### config.mk
export PLATFORM = sky130hd
export DESIGN_NAME = pwm_generator_flat
export DESIGN_NICKNAME = d
export VERILOG_FILES = /design/src/rtl/pwm_pkg.sv /design/src/rtl/pwm_generator_if.sv /design/src/rtl/pwm_prescaler.sv /design/src/rtl/pwm_generator.sv /design/src/flat_wrapper.sv
export SDC_FILE = /design/constraint.sdc
export NUM_CORES = 1
export LEC_CHECK = 0
export BUFFER_PORTS_ARGS = -buffer_cell sky130_fd_sc_hd__clkbuf_2
export CORE_UTILIZATION = 30
export DETAILED_ROUTE_END_ITERATION = 8
export PLACE_DENSITY = 0.6
export SLEW_MARGIN = 20
export SYNTH_ARGS = -nofsm -noshare
export SYNTH_HDL_FRONTEND = slang
export SYNTH_SLANG_ARGS = --single-unit
### constraint.sdc
create_clock -name cLK -period 1.52 [get_ports cLK]
set_input_delay 0.304 -clock cLK [delete_from_list [all_inputs] [get_ports cLK]]
set_output_delay 0.304 -clock cLK [all_outputs]
set_load 0.01 [all_outputs]
### src/rtl/pwm_pkg.sv
// rtl/pwm_pkg.sv - shared width default and PWM period helper for pwm_generator
package pwm_pkg;

  localparam int DW_DEFAULT = 4;

  function automatic int period_of(input int dw);
    return (1 << dw) - 1;
  endfunction

  localparam int PERIOD = period_of(DW_DEFAULT);

endpackage

### src/rtl/pwm_generator_if.sv
// rtl/pwm_generator_if.sv - duty code in, PWM and period strobe out
interface pwm_generator_if
  import pwm_pkg::*;
#(
  parameter int DW = DW_DEFAULT
);

  logic [DW-1:0] ADC;
  logic          PWM;
  logic          PERIOD_STB;

  modport master (output ADC, input PWM, input PERIOD_STB);
  modport slave  (input ADC, output PWM, output PERIOD_STB);

endinterface

### src/rtl/pwm_prescaler.sv
// rtl/pwm_prescaler.sv - tick enable every PRESC_DIV clocks, used under PWM_PRESCALE_EN
module pwm_prescaler #(
  parameter int PRESC_DIV = 1
) (
  input  logic clk,
  input  logic rst_n,
  output logic tick
);

  localparam logic [15:0] LAST = 16'(PRESC_DIV - 1);

  logic [15:0] count;

  assign tick = (count == LAST);

  always_ff @(posedge clk or negedge rst_n) begin
    if (!rst_n) begin
      count <= '0;
    end else if (tick) begin
      count <= '0;
    end else begin
      count <= count + 16'd1;
    end
  end

endmodule

### src/rtl/pwm_generator.sv
// rtl/pwm_generator.sv - single-channel PWM, duty latched per period; optional PWM_PRESCALE_EN
module pwm_generator
  import pwm_pkg::*;
#(
  parameter int DW        = DW_DEFAULT,
  parameter int PRESC_DIV = 1
) (
  input  logic             cLK,
  input  logic             rst_n,
  pwm_generator_if.slave   bus
);

  localparam logic [DW-1:0] LAST = DW'(period_of(DW) - 1);

  logic          tick;
  logic [DW-1:0] cnt;
  logic [DW-1:0] cnt_next;
  logic [DW-1:0] duty_q;
  logic [DW-1:0] duty_next;
  logic          pwm_q;
  logic          stb_q;

  if (PRESC_DIV < 1 || PRESC_DIV > 65535) begin : g_bad_div
    $error("pwm_generator: PRESC_DIV out of range 1..65535");
  end

`ifdef PWM_PRESCALE_EN
  pwm_prescaler #(
    .PRESC_DIV (PRESC_DIV)
  ) u_prescaler (
    .clk   (cLK),
    .rst_n (rst_n),
    .tick  (tick)
  );
`else
  assign tick = 1'b1;
`endif

  // The new duty only lands at the wrap, so a period in flight is never cut short.
  always_comb begin
    cnt_next  = cnt;
    duty_next = duty_q;
    if (tick) begin
      if (cnt == LAST) begin
        cnt_next  = '0;
        duty_next = bus.ADC;
      end else begin
        cnt_next  = cnt + 1'b1;
      end
    end
  end

  always_ff @(posedge cLK or negedge rst_n) begin
    if (!rst_n) begin
      cnt    <= '0;
      duty_q <= '0;
      pwm_q  <= 1'b0;
      stb_q  <= 1'b0;
    end else if (tick) begin
      cnt    <= cnt_next;
      duty_q <= duty_next;
      pwm_q  <= (cnt_next < duty_next);
      stb_q  <= (cnt_next == '0);
    end
  end

  assign bus.PWM        = pwm_q;
  assign bus.PERIOD_STB = stb_q;

endmodule

### src/flat_wrapper.sv
// flat-port wrapper written by rule: the top's interface ports become plain ports
module pwm_generator_flat import pwm_pkg::*;
#(
  parameter int DW        = DW_DEFAULT,
  parameter int PRESC_DIV = 1
)
  (cLK, rst_n, bus_ADC, bus_PWM, bus_PERIOD_STB);
  pwm_generator_if #(.DW(DW)) bus_i ();
  input  logic cLK;
  input  logic rst_n;
  input wire logic [$bits(bus_i.ADC)-1:0] bus_ADC;
  output wire logic [$bits(bus_i.PWM)-1:0] bus_PWM;
  output wire logic [$bits(bus_i.PERIOD_STB)-1:0] bus_PERIOD_STB;
  assign bus_i.ADC = bus_ADC;
  assign bus_PWM = bus_i.PWM;
  assign bus_PERIOD_STB = bus_i.PERIOD_STB;
  pwm_generator #(.DW(DW), .PRESC_DIV(PRESC_DIV)) u_core (.cLK(cLK), .rst_n(rst_n), .bus(bus_i));
endmodule
==> insert_results.sql <==
INSERT INTO impl_metrics (metric_group, metric, value, unit) VALUES
('logic_synthesis', 'syn-cell-area', '470', 'um^2'),
('logic_synthesis', 'synth_cell_type_count', '15', ''),
('logic_synthesis', 'syn_nets', '50', ''),
('logic_synthesis', 'ys_top_cells_by_area', 'dfrtp_1 53%, mux2i_1 8.5%, ha_1 8.0%', ''),
('clocking', 'tritoncts', 'yes', ''),
('clocking', 'clock_insertion_delay_worst_skew', '0.26', 'ns'),
('floorplanning', 'rows', '13', ''),
('outcome', 'failed_checks', 'setup timing', ''),
('placement', 'routabilityCongestion', '0.755', ''),
('timing', 'worstMarginPinSlew', '0.323', 'ns'),
('floorplanning', 'initial_core_util', '0.340', ''),
('flow_run', 'max_cap_violations', '0', ''),
('power', 'p_per_area', '812', 'nW/um^2'),
('timing', 'final_max_slew_viol_count', '0', ''),
('critical_path', 'required', '1.69', 'ns'),
('placement', 'port-buffer-count', '7', ''),
('global_route', 'globalRouteTotalUtil', '0.118', ''),
('placement', 'dp.cells', '70', ''),
('placement', 'placedInstanceArea', '577', 'um^2'),
('floorplanning', 'floorplan.die.height', '41.6', 'um'),
('route', 'drt.antenna.violating_nets', '0', ''),
('floorplanning', 'core_area', '1380', 'um^2'),
('final_layout', 'mostFrequentLayoutCell', 'buf_4', ''),
('timing', 'timing.slew.headroom', '0.782', ''),
('logic_synthesis', 'synthDominantAreaCellType', 'dfrtp_1', ''),
('placement', 'pre_cts_ws', '-0.118', 'ns'),
('clocking', 'worst_setup_hold_path_clk_slew', '0.07', 'ns'),
('clocking', 'cts_made_buffers', '3', ''),
('final_layout', 'fillCellCount', '114', ''),
('timing', 'whs', '0.342', 'ns'),
('global_route', 'grt_first_pass_wirelength', '1490', 'um'),
('global_route', 'largest_net_degree_at_the_start_of_global_routing', '11', ''),
('route', 'route.detailed.wl_per_inst', '11.5', 'um'),
('final_layout', 'syn2layout_area_growth', '47.3', '%'),
('route', 'detail_route.wirelength', '922', 'um'),
('route', 'vias', '366', ''),
('floorplanning', 'floorplan.io_pins', '8', ''),
('global_route', 'antenna_found_initial', '0', ''),
('global_route', 'first_global_vias', '346', ''),
('timing', 'period_minus_ws_final', '1.68', 'ns'),
('logic_synthesis', 'synth_top_area_frac', '0.532', ''),
('logic_synthesis', 'syn_inst', '41', ''),
('clocking', 'clock-root-buffer', 'clkbuf_4', ''),
('final_layout', 'mostFrequentLayoutCells', '12 x buf_4, 10 x dfrtp_1, 8 x nand2_1', ''),
('timing', 'fin_crit_sh', '1.11', ''),
('power', 'vdd.ir_drop.worst', '0.552', 'mV'),
('power', 'overall_power_after_layout', '563', 'uW'),
('route', 'post-route-drc-count', '0', ''),
('critical_path', 'timing_worst_setup_path_type', 'reg2reg', ''),
('clocking', 'cts_max_path_buffers', '2', ''),
('route', 'dr.first_iter.drc_count', '0', ''),
('timing', 'report.final.hold_viol_count', '0', ''),
('route', 'detailedRoute.firstPassIterationCount', '1', ''),
('route', 'vias_per_cell', '4.58', ''),
('power', 'total_leakage_power', '0.341', 'nW'),
('final_layout', 'antenna_cells', '0', ''),
('final_layout', 'final_util', '0.501', ''),
('global_route', 'grt_overflow_total', '0', ''),
('timing', 'final_layout_setup_total_negative_slack', '-0.162', 'ns'),
('logic_synthesis', 'ys.warnings.count', '0', ''),
('timing', 'achievable-frequency', '595', 'MHz'),
('logic_synthesis', 'synth_seq_cells', '10', ''),
('critical_path', 'critical_path_peak_fanout', '4', ''),
('final_layout', 'num-nets-final', '75', ''),
('critical_path', 'worst_setup_path_end_kind', 'register', ''),
('floorplanning', 'die_x', '41.6', 'um'),
('critical_path', 'worstSetupStartpointType', 'register', ''),
('outcome', 'outcome', 'finished with violations', ''),
('clocking', 'cts.sinks', '10', ''),
('timing', 'clock-skew-final', '0.000311', 'ns'),
('logic_synthesis', 'synth-seq-area-share', '0.532', ''),
('timing', 'final_setup_vio_count', '1', ''),
('final_layout', 'drive_above_1_share', '0.477', ''),
('floorplanning', 'die-area', '1730', 'um^2'),
('critical_path', 'worst-endpoint-arrival', '1.85', 'ns'),
('final_layout', 'layout.cell_area.non_filler', '693', 'um^2'),
('hold_path', 'hp-class', 'in2reg', ''),
('clocking', 'cts_max_level', '1', ''),
('logic_synthesis', 'synthesized_area_divided_by_synthesized_cell_count', '11.5', 'um^2'),
('placement', 'post-dp-hpwl', '596', 'um'),
('timing', 'final_critical_path_setup_slack', '-0.162', 'ns'),
('final_layout', 'finalNonFillerCells', '80', ''),
('timing', 'grt_setup_unrepaired', 'true', '');
-- routing by layer --
layer	track usage	vias up	wire (um)
met3	0.0261	2	28
li1	-	189	-
met1	0.148	167	450
met2	0.181	8	426
met5	0	-	0
met4	0.0774	0	17
-- sequential cells by signal, indices dropped and copies added, names as in the netlist --
signal	flops
u_core.cnt	4
u_core.bus.PWM	1
u_core.bus.PERIOD_STB	1
u_core.duty_q	4
-- critical path: stages (launching register included) --
cell and delay (ns):
dfrtp_1 0.41, nand4b_4 0.25, buf_4 0.18, buf_4 0.12
buf_4 0.12, or2_4 0.23, a221oi_2 0.28
-- Yosys cell counts --
cell type   n
ha_1        3
nand3_1     1
inv_1       4
nor2_1      1
or2_4       1
dfrtp_1    10
a21o_1      1
nand4b_4    1
mux2i_1     4
nand2_1     8
a21oi_1     1
and3_2      1
a221oi_2    1
o21ai_0     3
nand2b_1    1
-- what timing repair did --
item | CTS | global route
gates resized for setup | 1 | 5
buffers inserted | 3 | 2
pin swaps | 0 | 1
setup endpoints to repair | 1 | 1
hold buffers | 1 | 0
hold endpoints to repair | 10 | 0
-- cell type report --
type | count | area, um^2 | share of cell area
Timing Repair Buffer | 20 | 135 | 0.195
Inverter | 4 | 15.0 | 0.0217
Multi-Input combinational cell | 27 | 238 | 0.343
Tap cell | 15 | 18.8 | 0.0271
Sequential cell | 10 | 250 | 0.361
Clock buffer | 4 | 36.3 | 0.0523
-- path summary, 6_finish.rpt --
kind                                       start                    end  slack, ns  cells past startpoint
worst max-delay path               u_core.cnt[0]         u_core.bus.PWM      -0.16                      6
worst min-delay path                  bus_ADC[0]       u_core.duty_q[0]       0.34                      4
worst max register to register     u_core.cnt[0]         u_core.bus.PWM      -0.16                      6
worst min register to register  u_core.duty_q[0]       u_core.duty_q[0]       0.48                      2
max in group asynchronous                  rst_n       u_core.duty_q[1]       0.87                      2
min in group asynchronous                  rst_n  u_core.bus.PERIOD_STB       0.44                      2
-- cell families (layout without fill, tap and decap cells) --
| logic type | after synthesis | count (layout) | share of synthesized area |
|---|---|---|---|
| AO/OA/AOI/OAI | 6 | 6 | 0.0904 |
| buffers and inverters | 4 | 28 | 0.0319 |
| AND/OR/NAND/NOR | 14 | 14 | 0.181 |
| multiplexers | 4 | 4 | 0.0851 |
| adder cells (fa/ha/maj) | 3 | 3 | 0.0798 |
| flip-flops | 10 | 10 | 0.532 |
-- where the power goes --
| part | switching [mW] | total (mW) | leakage [nW] | internal, mW |
|---|---|---|---|---|
| Clock | 0.0936 | 0.239 | 0.0210 | 0.146 |
| Combinational | 0.0213 | 0.0463 | 0.198 | 0.0250 |
| Sequential | 0.00390 | 0.277 | 0.122 | 0.273 |
No activity file was read; power rests on OpenSTA's default activity.
